`src/rtl/hazard_control_if.sv`:
```
// Decode-side bundle for hazard_control: issue request in, stall/issue/forward selects out.
interface hazard_control_if #(parameter int STALL_CNT_W = 16);
  logic                   dec_valid;
  logic [4:0]             dec_rs1;
  logic [4:0]             dec_rs2;
  logic [4:0]             dec_rd;
  logic                   dec_reg_write;
  logic [1:0]             dec_unit;
  logic                   dec_lane;
  logic                   flush;
  logic [2:0]             hazard_select1;
  logic [2:0]             hazard_select2;
  logic                   stall;
  logic                   issue;
  logic [STALL_CNT_W-1:0] stall_count;

  modport master (
    output dec_valid, dec_rs1, dec_rs2, dec_rd, dec_reg_write, dec_unit, dec_lane, flush,
    input  hazard_select1, hazard_select2, stall, issue, stall_count
  );

  modport slave (
    input  dec_valid, dec_rs1, dec_rs2, dec_rd, dec_reg_write, dec_unit, dec_lane, flush,
    output hazard_select1, hazard_select2, stall, issue, stall_count
  );
endinterface

```
`src/rtl/hazard_control.sv`:
```
// Issue hazard control: tracks AU/MUL/LSU in-flight results, WB-port reservations, stall and forwarding.
// Optional macro HAZARD_FWD_EN enables operand forwarding; without it every in-flight match stalls.
module hazard_control #(
  parameter int STALL_CNT_W = 16
) (
  input  logic           clk,
  input  logic           reset_n,
  hazard_control_if.slave hc
);

  localparam logic [1:0] U_AU = 2'd0, U_MUL = 2'd1, U_LSU = 2'd2, U_NONE = 2'd3;

  typedef struct packed {
    logic       valid;
    logic [4:0] rd;
    logic       lane;
    logic [1:0] unit;
  } stage_t;

  stage_t e1_q, m1_q, m2_q, m3_q, l1_q, l2_q, wb_q;
  stage_t e1_d, m1_d, m2_d, m3_d, l1_d, l2_d, wb_d;
  stage_t new_e;
  logic [4:0]             resv_q, resv_d, resv_set;
  logic [STALL_CNT_W-1:0] cnt_q, cnt_d;
  logic [2:0]             lat;
  logic                   struct_hz, raw_hz, stall_w, issue_w;
  logic [2:0]             sel1_w, sel2_w;

  function automatic logic [2:0] lat_of(input logic [1:0] u);
    case (u)
      U_AU:    return 3'd2;
      U_MUL:   return 3'd4;
      U_LSU:   return 3'd3;
      default: return 3'd0;
    endcase
  endfunction

  function automatic logic hit(input stage_t s, input logic [4:0] rs);
    return s.valid && (rs != 5'd0) && (s.rd == rs);
  endfunction

`ifdef HAZARD_FWD_EN
  // Stage priority, not strict age: E1 > L2 > M3 > WB.
  function automatic logic [2:0] fwd_sel(input logic [4:0] rs, input stage_t e1, input stage_t l2,
                                         input stage_t m3, input stage_t wb);
    if (hit(e1, rs))      return 3'd1 + {2'd0, e1.lane};
    else if (hit(l2, rs)) return 3'd5;
    else if (hit(m3, rs)) return 3'd3 + {2'd0, m3.lane};
    else if (hit(wb, rs)) return 3'd6 + {2'd0, (wb.unit == U_LSU) ? 1'b0 : wb.lane};
    else                  return 3'd0;
  endfunction
`endif

  // Decode-side hazard evaluation, purely combinational.
  always_comb begin
    lat       = lat_of(hc.dec_unit);
    struct_hz = (hc.dec_unit != U_NONE) && resv_q[lat];
`ifdef HAZARD_FWD_EN
    raw_hz = hit(m1_q, hc.dec_rs1) || hit(m2_q, hc.dec_rs1) || hit(l1_q, hc.dec_rs1) ||
             hit(m1_q, hc.dec_rs2) || hit(m2_q, hc.dec_rs2) || hit(l1_q, hc.dec_rs2);
    sel1_w = fwd_sel(hc.dec_rs1, e1_q, l2_q, m3_q, wb_q);
    sel2_w = fwd_sel(hc.dec_rs2, e1_q, l2_q, m3_q, wb_q);
`else
    raw_hz = hit(e1_q, hc.dec_rs1) || hit(m1_q, hc.dec_rs1) || hit(m2_q, hc.dec_rs1) ||
             hit(m3_q, hc.dec_rs1) || hit(l1_q, hc.dec_rs1) || hit(l2_q, hc.dec_rs1) ||
             hit(wb_q, hc.dec_rs1) ||
             hit(e1_q, hc.dec_rs2) || hit(m1_q, hc.dec_rs2) || hit(m2_q, hc.dec_rs2) ||
             hit(m3_q, hc.dec_rs2) || hit(l1_q, hc.dec_rs2) || hit(l2_q, hc.dec_rs2) ||
             hit(wb_q, hc.dec_rs2);
    sel1_w = 3'd0;
    sel2_w = 3'd0;
`endif
    stall_w = hc.dec_valid && (struct_hz || raw_hz);
    issue_w = hc.dec_valid && !stall_w && !hc.flush;
  end

  assign hc.stall          = stall_w;
  assign hc.issue          = issue_w;
  assign hc.hazard_select1 = sel1_w;
  assign hc.hazard_select2 = sel2_w;
  assign hc.stall_count    = cnt_q;

  always_comb begin
    new_e       = '0;
    new_e.valid = issue_w && hc.dec_reg_write && (hc.dec_rd != 5'd0) && (hc.dec_unit != U_NONE);
    new_e.rd    = hc.dec_rd;
    new_e.lane  = hc.dec_lane;
    new_e.unit  = hc.dec_unit;

    e1_d = '0;
    m1_d = '0;
    l1_d = '0;
    case (hc.dec_unit)
      U_AU:    e1_d = new_e;
      U_MUL:   m1_d = new_e;
      U_LSU:   l1_d = new_e;
      default: ;
    endcase
    m2_d = m1_q;
    m3_d = m2_q;
    l2_d = l1_q;

    // Reservations guarantee at most one of these reaches WB in a given cycle.
    wb_d = '0;
    if (e1_q.valid)      wb_d = e1_q;
    else if (m3_q.valid) wb_d = m3_q;
    else if (l2_q.valid) wb_d = l2_q;

    resv_set = (issue_w && hc.dec_unit != U_NONE) ? (5'd1 << lat) : 5'd0;
    resv_d   = (resv_q | resv_set) >> 1;

    // Flush kills everything still speculative; the current WB occupant retires this cycle.
    if (hc.flush) begin
      e1_d   = '0;
      m1_d   = '0;
      m2_d   = '0;
      m3_d   = '0;
      l1_d   = '0;
      l2_d   = '0;
      wb_d   = '0;
      resv_d = '0;
    end

    cnt_d = cnt_q;
    if (stall_w && !(&cnt_q)) cnt_d = cnt_q + 1'b1;
  end

  always_ff @(posedge clk) begin
    if (!reset_n) begin
      e1_q   <= '0;
      m1_q   <= '0;
      m2_q   <= '0;
      m3_q   <= '0;
      l1_q   <= '0;
      l2_q   <= '0;
      wb_q   <= '0;
      resv_q <= '0;
      cnt_q  <= '0;
    end else begin
      e1_q   <= e1_d;
      m1_q   <= m1_d;
      m2_q   <= m2_d;
      m3_q   <= m3_d;
      l1_q   <= l1_d;
      l2_q   <= l2_d;
      wb_q   <= wb_d;
      resv_q <= resv_d;
      cnt_q  <= cnt_d;
    end
  end

  logic unused_state;
  assign unused_state = ^{e1_q, m1_q, m2_q, m3_q, l1_q, l2_q, wb_q, resv_q};

endmodule

```
`src/flat_wrapper.sv`:
```
// flat-port wrapper written by rule: the top's interface ports become plain ports
module hazard_control_flat 
#(
  parameter int STALL_CNT_W = 16
)
  (clk, reset_n, hc_dec_valid, hc_dec_rs1, hc_dec_rs2, hc_dec_rd, hc_dec_reg_write, hc_dec_unit, hc_dec_lane, hc_flush, hc_hazard_select1, hc_hazard_select2, hc_stall, hc_issue, hc_stall_count);
  hazard_control_if #(.STALL_CNT_W(STALL_CNT_W)) hc_i ();
  input  logic clk;
  input  logic reset_n;
  input wire logic [$bits(hc_i.dec_valid)-1:0] hc_dec_valid;
  input wire logic [$bits(hc_i.dec_rs1)-1:0] hc_dec_rs1;
  input wire logic [$bits(hc_i.dec_rs2)-1:0] hc_dec_rs2;
  input wire logic [$bits(hc_i.dec_rd)-1:0] hc_dec_rd;
  input wire logic [$bits(hc_i.dec_reg_write)-1:0] hc_dec_reg_write;
  input wire logic [$bits(hc_i.dec_unit)-1:0] hc_dec_unit;
  input wire logic [$bits(hc_i.dec_lane)-1:0] hc_dec_lane;
  input wire logic [$bits(hc_i.flush)-1:0] hc_flush;
  output wire logic [$bits(hc_i.hazard_select1)-1:0] hc_hazard_select1;
  output wire logic [$bits(hc_i.hazard_select2)-1:0] hc_hazard_select2;
  output wire logic [$bits(hc_i.stall)-1:0] hc_stall;
  output wire logic [$bits(hc_i.issue)-1:0] hc_issue;
  output wire logic [$bits(hc_i.stall_count)-1:0] hc_stall_count;
  assign hc_i.dec_valid = hc_dec_valid;
  assign hc_i.dec_rs1 = hc_dec_rs1;
  assign hc_i.dec_rs2 = hc_dec_rs2;
  assign hc_i.dec_rd = hc_dec_rd;
  assign hc_i.dec_reg_write = hc_dec_reg_write;
  assign hc_i.dec_unit = hc_dec_unit;
  assign hc_i.dec_lane = hc_dec_lane;
  assign hc_i.flush = hc_flush;
  assign hc_hazard_select1 = hc_i.hazard_select1;
  assign hc_hazard_select2 = hc_i.hazard_select2;
  assign hc_stall = hc_i.stall;
  assign hc_issue = hc_i.issue;
  assign hc_stall_count = hc_i.stall_count;
  hazard_control #(.STALL_CNT_W(STALL_CNT_W)) u_core (.clk(clk), .reset_n(reset_n), .hc(hc_i));
endmodule
```
`config.mk`:
```
export PLATFORM = sky130hd
export DESIGN_NAME = hazard_control_flat
export DESIGN_NICKNAME = d
export VERILOG_FILES = /design/src/rtl/hazard_control_if.sv /design/src/rtl/hazard_control.sv /design/src/flat_wrapper.sv
export SDC_FILE = /design/constraint.sdc
export NUM_CORES = 1
export LEC_CHECK = 0
export ABC_CLOCK_PERIOD_IN_PS = 2700
export BUFFER_PORTS_ARGS = -buffer_cell sky130_fd_sc_hd__buf_4
export CORE_ASPECT_RATIO = 1.5
export CORE_MARGIN = 3
export CORE_UTILIZATION = 30
export CTS_CLUSTER_DIAMETER = 120
export DETAILED_ROUTE_END_ITERATION = 6
export PLACE_DENSITY = 0.46
export SLEW_MARGIN = 20
export SYNTH_ARGS = -nofsm -noshare
export SYNTH_HDL_FRONTEND = slang
export SYNTH_SLANG_ARGS = --single-unit
```
`constraint.sdc`:
```
create_clock -name clk -period 2.7 [get_ports clk]
set_input_delay 0.405 -clock clk [delete_from_list [all_inputs] [get_ports clk]]
set_output_delay 0.405 -clock clk [all_outputs]
set_load 0.1 [all_outputs]
```
# Word-level counts from Yosys, hierarchy flattened

Index checks and enable logic that the tools add are counted.

Order comparisons: 1
Reductions and logical operators: 63
Bitwise logic cells: 5
Shift-type cells: 1
Eq/ne operators: 17
Mux-type cells: 7
Add/subtract/negate cells: 1

Operator list:

| cell                  | number |
|---|---|
| $eq 5x5->1            | 14 |
| $logic_and 1x1->1     | 37 |
| $mux 9                | 3 |
| $add 16x1->16 const B | 1 |
| $reduce_and 16->1     | 1 |
| $reduce_bool 5->1     | 3 |
| $logic_or 1x1->1      | 14 |
| $pmux 3 s3            | 1 |
| $reduce_or 3->1       | 3 |
| $mux 5                | 1 |
| $or 5x5->5            | 1 |
| $shl 1x3->5 const A   | 1 |
| $lt 3x4->1 const B    | 1 |
| $not 1->1             | 4 |
| $bmux 1 s3            | 1 |
| $logic_not 1->1       | 3 |
| $eq 2x1->1 const B    | 1 |
| $eq 2x2->1 const B    | 1 |
| $logic_not 2->1       | 1 |
| $ne 2x2->1 const B    | 1 |
| $reduce_or 2->1       | 1 |
| $mux 1                | 1 |

Bits in registers: 81
Logic and storage cells: 124
Output and inout bits: 24
Bits of input ports: 23

# Logic depth before layout (Yosys ltp)

Gate-level depths: netlist (run 1).

Depth in word-level cells: 24
Depth in mapped cells: 12
Gate-level depth less buffers: 9

# Worst setup path after synthesis (run 1)

Ideal clock, no wire load.

Kind: in2out
From: in hc_dec_rs1[0]
To: out hc_issue
Data required time: 2.295 ns
Stages on the path: 6
Arrival: 3.112 ns
Slack: -0.817 ns
Cell sequence: buf_2 > or4_1 > o22a_1 > nor3_1 > and2_0 > nor2b_1

Word-level cells in the longest chain between the ends: 21
Elaborated cells on any way between the ends: 40

RTL lines:

| element                            | RTL line             | source |
|---|---|---|
| from (decl)                        | flat_wrapper.sv:11   | `input wire logic [$bits(hc_i.dec_rs1)-1:0] hc_dec_rs1;` |
| $reduce_bool 5->1                  | hazard_control.sv:39 | `return s.valid && (rs != 5'd0) && (s.rd == rs);` |
| $logic_and 1x1->1 (2 in a row)     | hazard_control.sv:39 |  |
| $logic_or 1x1->1 (3 in a row)      | hazard_control.sv:64 | `raw_hz = hit(e1_q, hc.dec_rs1) \|\| hit(m1_q, hc.dec_rs1) \|\| hit(m2_q, hc.dec_rs1) \|\|` |
| $logic_or 1x1->1 (2 in a row)      | hazard_control.sv:65 | `hit(m3_q, hc.dec_rs1) \|\| hit(l1_q, hc.dec_rs1) \|\| hit(l2_q, hc.dec_rs1) \|\|` |
| $logic_or 1x1->1 (*)               | hazard_control.sv:65 |  |
| $logic_or 1x1->1 (*)               | hazard_control.sv:66 | `hit(wb_q, hc.dec_rs1) \|\|` |
| $logic_or 1x1->1 (*) (3 in a row)  | hazard_control.sv:67 | `hit(e1_q, hc.dec_rs2) \|\| hit(m1_q, hc.dec_rs2) \|\| hit(m2_q, hc.dec_rs2) \|\|` |
| $logic_or 1x1->1 (*) (3 in a row)  | hazard_control.sv:68 | `hit(m3_q, hc.dec_rs2) \|\| hit(l1_q, hc.dec_rs2) \|\| hit(l2_q, hc.dec_rs2) \|\|` |
| $logic_or 1x1->1 (*)               | hazard_control.sv:73 | `stall_w = hc.dec_valid && (struct_hz \|\| raw_hz);` |
| $logic_and 1x1->1 (*)              | hazard_control.sv:73 |  |
| $logic_not 1->1 (*)                | hazard_control.sv:74 | `issue_w = hc.dec_valid && !stall_w && !hc.flush;` |
| $logic_and 1x1->1 (*) (2 in a row) | hazard_control.sv:74 |  |
| to (decl)                          | flat_wrapper.sv:21   | `output wire logic [$bits(hc_i.issue)-1:0] hc_issue;` |

Every way passes the cells marked *; elsewhere a longest branch is shown, timed or not.

# Worst setup path after layout (run 1)

From: reg u_core.m1_q[4] (netlist name)
To: out hc_issue

Word-level cells in the longest chain between the ends: 20
Elaborated cells on any way between the ends: 22

RTL lines:

| element                            | RTL line              | source |
|---|---|---|
| from (decl)                        | hazard_control.sv:20  | `stage_t e1_q, m1_q, m2_q, m3_q, l1_q, l2_q, wb_q;` |
| from (signal assigned)             | hazard_control.sv:141 | `m1_q <= m1_d;` |
| $eq 5x5->1                         | hazard_control.sv:39  |  |
| $logic_and 1x1->1                  | hazard_control.sv:39  |  |
| $logic_or 1x1->1 (3 in a row)      | hazard_control.sv:64  |  |
| $logic_or 1x1->1 (3 in a row)      | hazard_control.sv:65  |  |
| $logic_or 1x1->1                   | hazard_control.sv:66  |  |
| $logic_or 1x1->1 (*) (3 in a row)  | hazard_control.sv:67  |  |
| $logic_or 1x1->1 (*) (3 in a row)  | hazard_control.sv:68  |  |
| $logic_or 1x1->1 (*)               | hazard_control.sv:73  |  |
| $logic_and 1x1->1 (*)              | hazard_control.sv:73  |  |
| $logic_not 1->1 (*)                | hazard_control.sv:74  |  |
| $logic_and 1x1->1 (*) (2 in a row) | hazard_control.sv:74  |  |

Marked as above.

==> results.json, run 1 <==
{
  "status": "finished, final reports clean",
  "cts-root-buf": "clkbuf_16",
  "grt-ovfl-total": 0,
  "port-buffer-count": 39,
  "grt_pass1_vias": 2691,
  "worst-endpoint-required_ns": 2.30,
  "netlist_top_cells_count": "60 x dfxtp_1, 44 x xor2_1, 35 x and2_1, 26 x xnor2_1, 17 x nor4_1",
  "drv_slew": 0,
  "synth_edf_count": 0,
  "power_leakage_nw": 1.71,
  "intPower_w": 0.00169,
  "synth.top_cell.area_share": 0.368,
  "clock-sinks": 60,
  "drive_above_1_share": 0.367,
  "clock_path_buffers": 2,
  "worstSetupEndpointType": "output pin",
  "synth-seq-area-share": 0.368,
  "vias": 2629,
  "die_area_um2": 12200,
  "synth_warnings": 0,
  "critPathTopFamily": "simple AND/OR/NAND/NOR gates",
  "h-tree-depth": 3,
  "grt_pass1_wl_um": 13900,
  "worst_skew_pair.late_latency_ns": 0.32,
  "dp_slack_ns": -0.0765,
  "syn-mean-instance-area_um2": 9.36,
  "max_freq_mhz": 376,
  "grt_setup_unrepaired": "true",
  "holdWs_ns": 0.316,
  "io_pins": 47,
  "grt_max_degree": 25,
  "final_util": 0.406,
  "worstPathArrival_ns": 2.26,
  "start_kind": "flip-flop",
  "setup_violations": 0,
  "dr.first_iter.drc_count": 73,
  "design_power_total_w": 0.00223,
  "ys_ff_latch": 60,
  "multi_input_area_um2": 1970,
  "synth_async_sr_flop_share": 0,
  "reg2reg_slack_ns": 0.14,
  "synth_cell_types": 45,
  "synthTopCellsByArea": "dfxtp_1 37%, xor2_1 12%, xnor2_1 7.0%",
  "dp_hpwl_um": 6750,
  "seqPwrFrac": 0.402,
  "finalHoldViolCount": 0,
  "area.growth.synth_to_final_pct": 31.6,
  "drt_wl_total_um": 8800,
  "vdd_drop_max_v": 0.000287,
  "slowest_delay_ns": 0.37,
  "cts_tree": "yes",
  "drc": 0,
  "drv_cap": 0,
  "wl_per_cell_um": 15.7,
  "clk_pin_slew_worst_paths_ns": 0.05,
  "fillers": 1089,
  "n_antenna_cell": 0,
  "critical_path.cell_chain": "xor2_1 > nor4_1 > and3_1 > nor4_4 > a21oi_2 > nor3_2 > and2_4 > nor2b_4 > buf_12",
  "rows": 46,
  "first_pass_iters": 4,
  "slew_headroom": 0.297,
  "clock_power_share": 0.496,
  "fin_ws_ns": 0.0376,
  "place.gp.congestion": 0.845,
  "crit_slowest_cell": "dfxtp_4",
  "worst_pin_slew_ns": 1.05,
  "core_area_um2": 10600,
  "switchingPower_w": 0.000540,
  "synth_cells": 349,
  "period_minus_slack_ns": 2.66,
  "yosysMostFrequentCell": "dfxtp_1",
  "viasPerCell": 4.69,
  "critical_path_buf_inv_count": 1,
  "fp.dieH_um": 134,
  "cp_max_fo": 3,
  "synth_top_area_cell": "dfxtp_1",
  "floorplan.initialDensity": 0.309,
  "nets": 436,
  "power.density_nw_per_um2": 518,
  "detail-route-antenna-nets": 0,
  "cts_buffers": 9,
  "setup.worst_path.class": "flip-flop to output pin",
  "skew_ns": 0.00330,
  "netlist_area_um2": 3270,
  "register_area_um2": 1250,
  "die_width_um": 91.2,
  "power_frac_comb": 0.102,
  "hp-class": "input pin to flip-flop",
  "period_share": 0.986,
  "grtUsageTotal": 0.149,
  "antenna_found_initial": 0,
  "p_sw_frac": 0.243,
  "hold_buffers": 0,
  "synthFlopType": "dfxtp_1"
}
[kinds of logic (layout without fill, tap and decap cells)]
logic type,count (synthesis),after routing,share of synthesized area
and+or+nand+nor,138,138,0.244
xor gates and xnor gates,70,70,0.188
DFF,60,60,0.368
AOI/OAI and AO/OA,43,43,0.118
buffers and inverters,31,94,0.0624
muxes,5,5,0.0153
adders and majority gates,1,1,0.00383
other,1,6,0.00115
[placed cells by master, fill, tap and decap left out, drive strengths merged, types with 2 or more instances in the layout]
cell type,count
nor2b,3
clkbuf,9
a22oi,4
o21ai,2
a21oi,18
and3,9
nor3,3
dfxtp,60
nand2,15
mux2i,5
buf,74
inv,4
o31ai,9
conb,6
nand4,4
nor3b,2
nand2b,6
nand3,14
clkinvlp,3
clkinv,3
o2111a,3
and2,36
xnor2,26
or4,12
nor4,17
nor2,15
xor2,44
[layer usage]
metal / wire, µm / up-vias / GRT usage
li1: - / 1320 / -
met1: 3370 / 1250 / 0.153
met2: 4910 / 46 / 0.281
met3: 286 / 13 / 0.0415
met4: 228 / 0 / 0.0612
met5: 0 / - / 0
[path summary, 6_finish.rpt]
| path | startpoint | end | depth (start not counted) |
|---|---|---|---|
| worst min-delay path | hc_dec_rd[3] | u_core.e1_q[6] | 2 |
| worst min register to register | u_core.hc.stall_count[8] | u_core.hc.stall_count[8] | 2 |
| worst max register to register | u_core.m1_q[4] | u_core.hc.stall_count[9] | 11 |
| worst max-delay path | u_core.m1_q[4] | hc_issue | 9 |
[power by group through the flow]
stage                     Sequential [W]  Combinational (W)  Clock [W]
after floorplan                 0.000917           0.000153          0
after global placement          0.000918           0.000219          0
after detailed placement        0.000918           0.000220          0
after CTS                       0.000899           0.000225    0.00114
after global routing            0.000894           0.000245    0.00118
final                           0.000894           0.000227    0.00110
[registers in the layout, summed over array words and instances (netlist names)]
| register | count |
|---|---|
| u_core.e1_q | 6 |
| u_core.hc.stall_count | 16 |
| u_core.l1_q | 6 |
| u_core.l2_q | 6 |
| u_core.m1_q | 6 |
| u_core.m2_q | 6 |
| u_core.m3_q | 6 |
| u_core.resv_q | 2 |
| u_core.wb_q | 6 |
[metrics by stage]
step,instances,setup TNS (ns),instance area [µm²]
detailed placement,541,-0.351,3830
global placement,541,-0.194,3830
global route,561,-0.115,4300
finish,561,0,4300
floorplan,354,-0.00396,3300
CTS,559,0,4210
[what timing repair did]
action | CTS | global route
buffers inserted | 2 | 2
cloned | 0 | 0
pin swaps | 4 | 11
hold endpoints to repair | 0 | 0
endpoints found under the setup margin | 2 | 13
gates resized for setup | 22 | 25
[cell type report]
cell class / instances / area share
multi-input cells: 263 / 0.457
repair buffers: 74 / 0.139
clock buffers: 9 / 0.0524
well taps: 144 / 0.0419
inverters: 4 / 0.00407
clock inverters: 7 / 0.0157
flip-flops and latches: 60 / 0.290
(Power assumes the default switching activity.)
==> run 2, diff against run 1 <==
--- a/config.mk
+++ b/config.mk
@@ -13,6 +13,7 @@
 export CTS_CLUSTER_DIAMETER = 120
 export DETAILED_ROUTE_END_ITERATION = 6
 export PLACE_DENSITY = 0.46
+export RECOVER_POWER = 25
 export SLEW_MARGIN = 20
 export SYNTH_ARGS = -nofsm -noshare
 export SYNTH_HDL_FRONTEND = slang
==> run 2 against run 1 <==
Worst hold slack worse by 0.0048 ns. Final area down 0.70%. Wire length about the same. Highest routed layer unchanged.
==> results.json, run 2 (same netlist as run 1, synthesis figures left out) <==
{
  "status": "finished, final reports clean",
  "power.density_nw_per_um2": 521,
  "drive_above_1_share": 0.348,
  "start_kind": "flip-flop",
  "clk_pin_slew_worst_paths_ns": 0.05,
  "fp.dieH_um": 134,
  "grt_pass1_vias": 2691,
  "skew_ns": 0.00327,
  "die_area_um2": 12200,
  "setup.worst_path.class": "flip-flop to output pin",
  "n_antenna_cell": 0,
  "grtUsageMet2": 0.281,
  "cts_buffers": 9,
  "setup_violations": 0,
  "hp-class": "input pin to flip-flop",
  "grt_max_degree": 25,
  "floorplan.initialDensity": 0.309,
  "power_leakage_nw": 1.67,
  "critical_path_buf_inv_count": 1,
  "most-common-layout-cells": "62 x buf_4, 39 x xor2_1, 33 x dfxtp_1",
  "h-tree-depth": 3,
  "holdWs_ns": 0.311,
  "worst-endpoint-required_ns": 2.30,
  "drv_slew": 0,
  "drv_cap": 0,
  "worstSetupStartpoint": "u_core.m1_q[4]",
  "cts_tree": "yes",
  "area.growth.synth_to_final_pct": 30.7,
  "dp_slack_ns": -0.0765,
  "worstHoldStart": "hc_dec_rd[3]",
  "grt-ovfl-total": 0,
  "slew_headroom": 0.222,
  "tns_ns": 0,
  "die_width_um": 91.2,
  "antenna_found_initial": 0,
  "grt_pass1_wl_um": 13900,
  "worstSetupEndpointType": "output pin",
  "worst_pin_slew_ns": 1.17,
  "vdd_drop_max_v": 0.000288,
  "fin_ws_ns": 0.0372,
  "grt_util_met1": 0.153,
  "worstPathArrival_ns": 2.26,
  "drt_wl_total_um": 8800,
  "slowest_delay_ns": 0.37,
  "critical_path.cell_chain": "xor2_1 > nor4_1 > and3_1 > nor4_4 > a21oi_2 > nor3_2 > and2_4 > nor2b_4 > buf_12",
  "period_share": 0.986,
  "port-buffer-count": 39,
  "worst_skew_pair.late_latency_ns": 0.32,
  "final_common_cell": "buf_4",
  "design_power_total_w": 0.00223,
  "max_freq_mhz": 376,
  "period_minus_slack_ns": 2.66,
  "clock_path_buffers": 2,
  "nets": 436,
  "largest_reg_flops": 16,
  "finalHoldViolCount": 0,
  "core_area_um2": 10600,
  "cp_max_fo": 3,
  "viasPerCell": 4.68,
  "grt_use_met3": 0.0415,
  "detail-route-antenna-nets": 0,
  "r2r-start": "u_core.m1_q[4]",
  "place.gp.congestion": 0.845,
  "io_pins": 47,
  "grt_setup_unrepaired": "true",
  "wl_per_cell_um": 15.7,
  "crit_slowest_cell": "dfxtp_4",
  "rows": 46,
  "dr.first_iter.drc_count": 60,
  "dp.cells": 541,
  "vias": 2624,
  "cts-root-buf": "clkbuf_16",
  "grt.busiest_layer": "met2",
  "grtUsageTotal": 0.149,
  "clock-sinks": 60,
  "first_pass_iters": 4,
  "drc": 0,
  "critPathTopFamily": "simple AND/OR/NAND/NOR gates",
  "fin_cells": 561,
  "hold_buffers": 0,
  "dp_hpwl_um": 6750
}
[run 2: power by group]
| group | internal, W | total, W | switching [W] |
|---|---|---|---|
| Clock | 0.000707 | 0.00111 | 0.000399 |
| Sequential | 0.000888 | 0.000894 | 0.00000647 |
| Combinational | 0.0000903 | 0.000226 | 0.000136 |
| Total | 0.00169 | 0.00223 | 0.000541 |
[run 2: metrics by stage]
| stage | util | area, µm² |
|---|---|---|
| floorplan | - | 3300 |
| global placement | 0.362 | 3830 |
| detailed placement | 0.362 | 3830 |
| CTS | 0.397 | 4210 |
| global route | 0.403 | 4270 |
| finish | 0.403 | 4270 |
[run 2: timing repair]
action / in CTS / in global routing
endpoints found under the setup margin: 2 / 13
setup buffers: 2 / 2
pin swaps: 4 / 11
gates resized for setup: 22 / 25
[run 2: path summary, 6_finish.rpt]
check                                  end  slack (ns)  depth (start not counted)
setup / recovery                  hc_issue        0.04                          9
hold / removal              u_core.m1_q[6]        0.31                          2
setup reg to reg  u_core.hc.stall_count[9]        0.14                         11
hold reg to reg   u_core.hc.stall_count[8]        0.48                          2
[run 2: per-layer routing]
metal,vias to the layer above,part of all wire,wire (µm)
met2,45,0.56,4910
met1,1245,0.38,3370
li1,1321,-,-
met4,0,0.026,228
met3,13,0.032,281
met5,-,0,0
[run 2: layout make-up]
cell class                 instances  area [µm²]
clock buffer                       9         225
clock inverter                     7        67.6
fill                            1096        6320
inverter                           4        17.5
multi-input combinational        263        1970
sequential                        60        1250
tap                              144         180
timing repair buffer              74         567
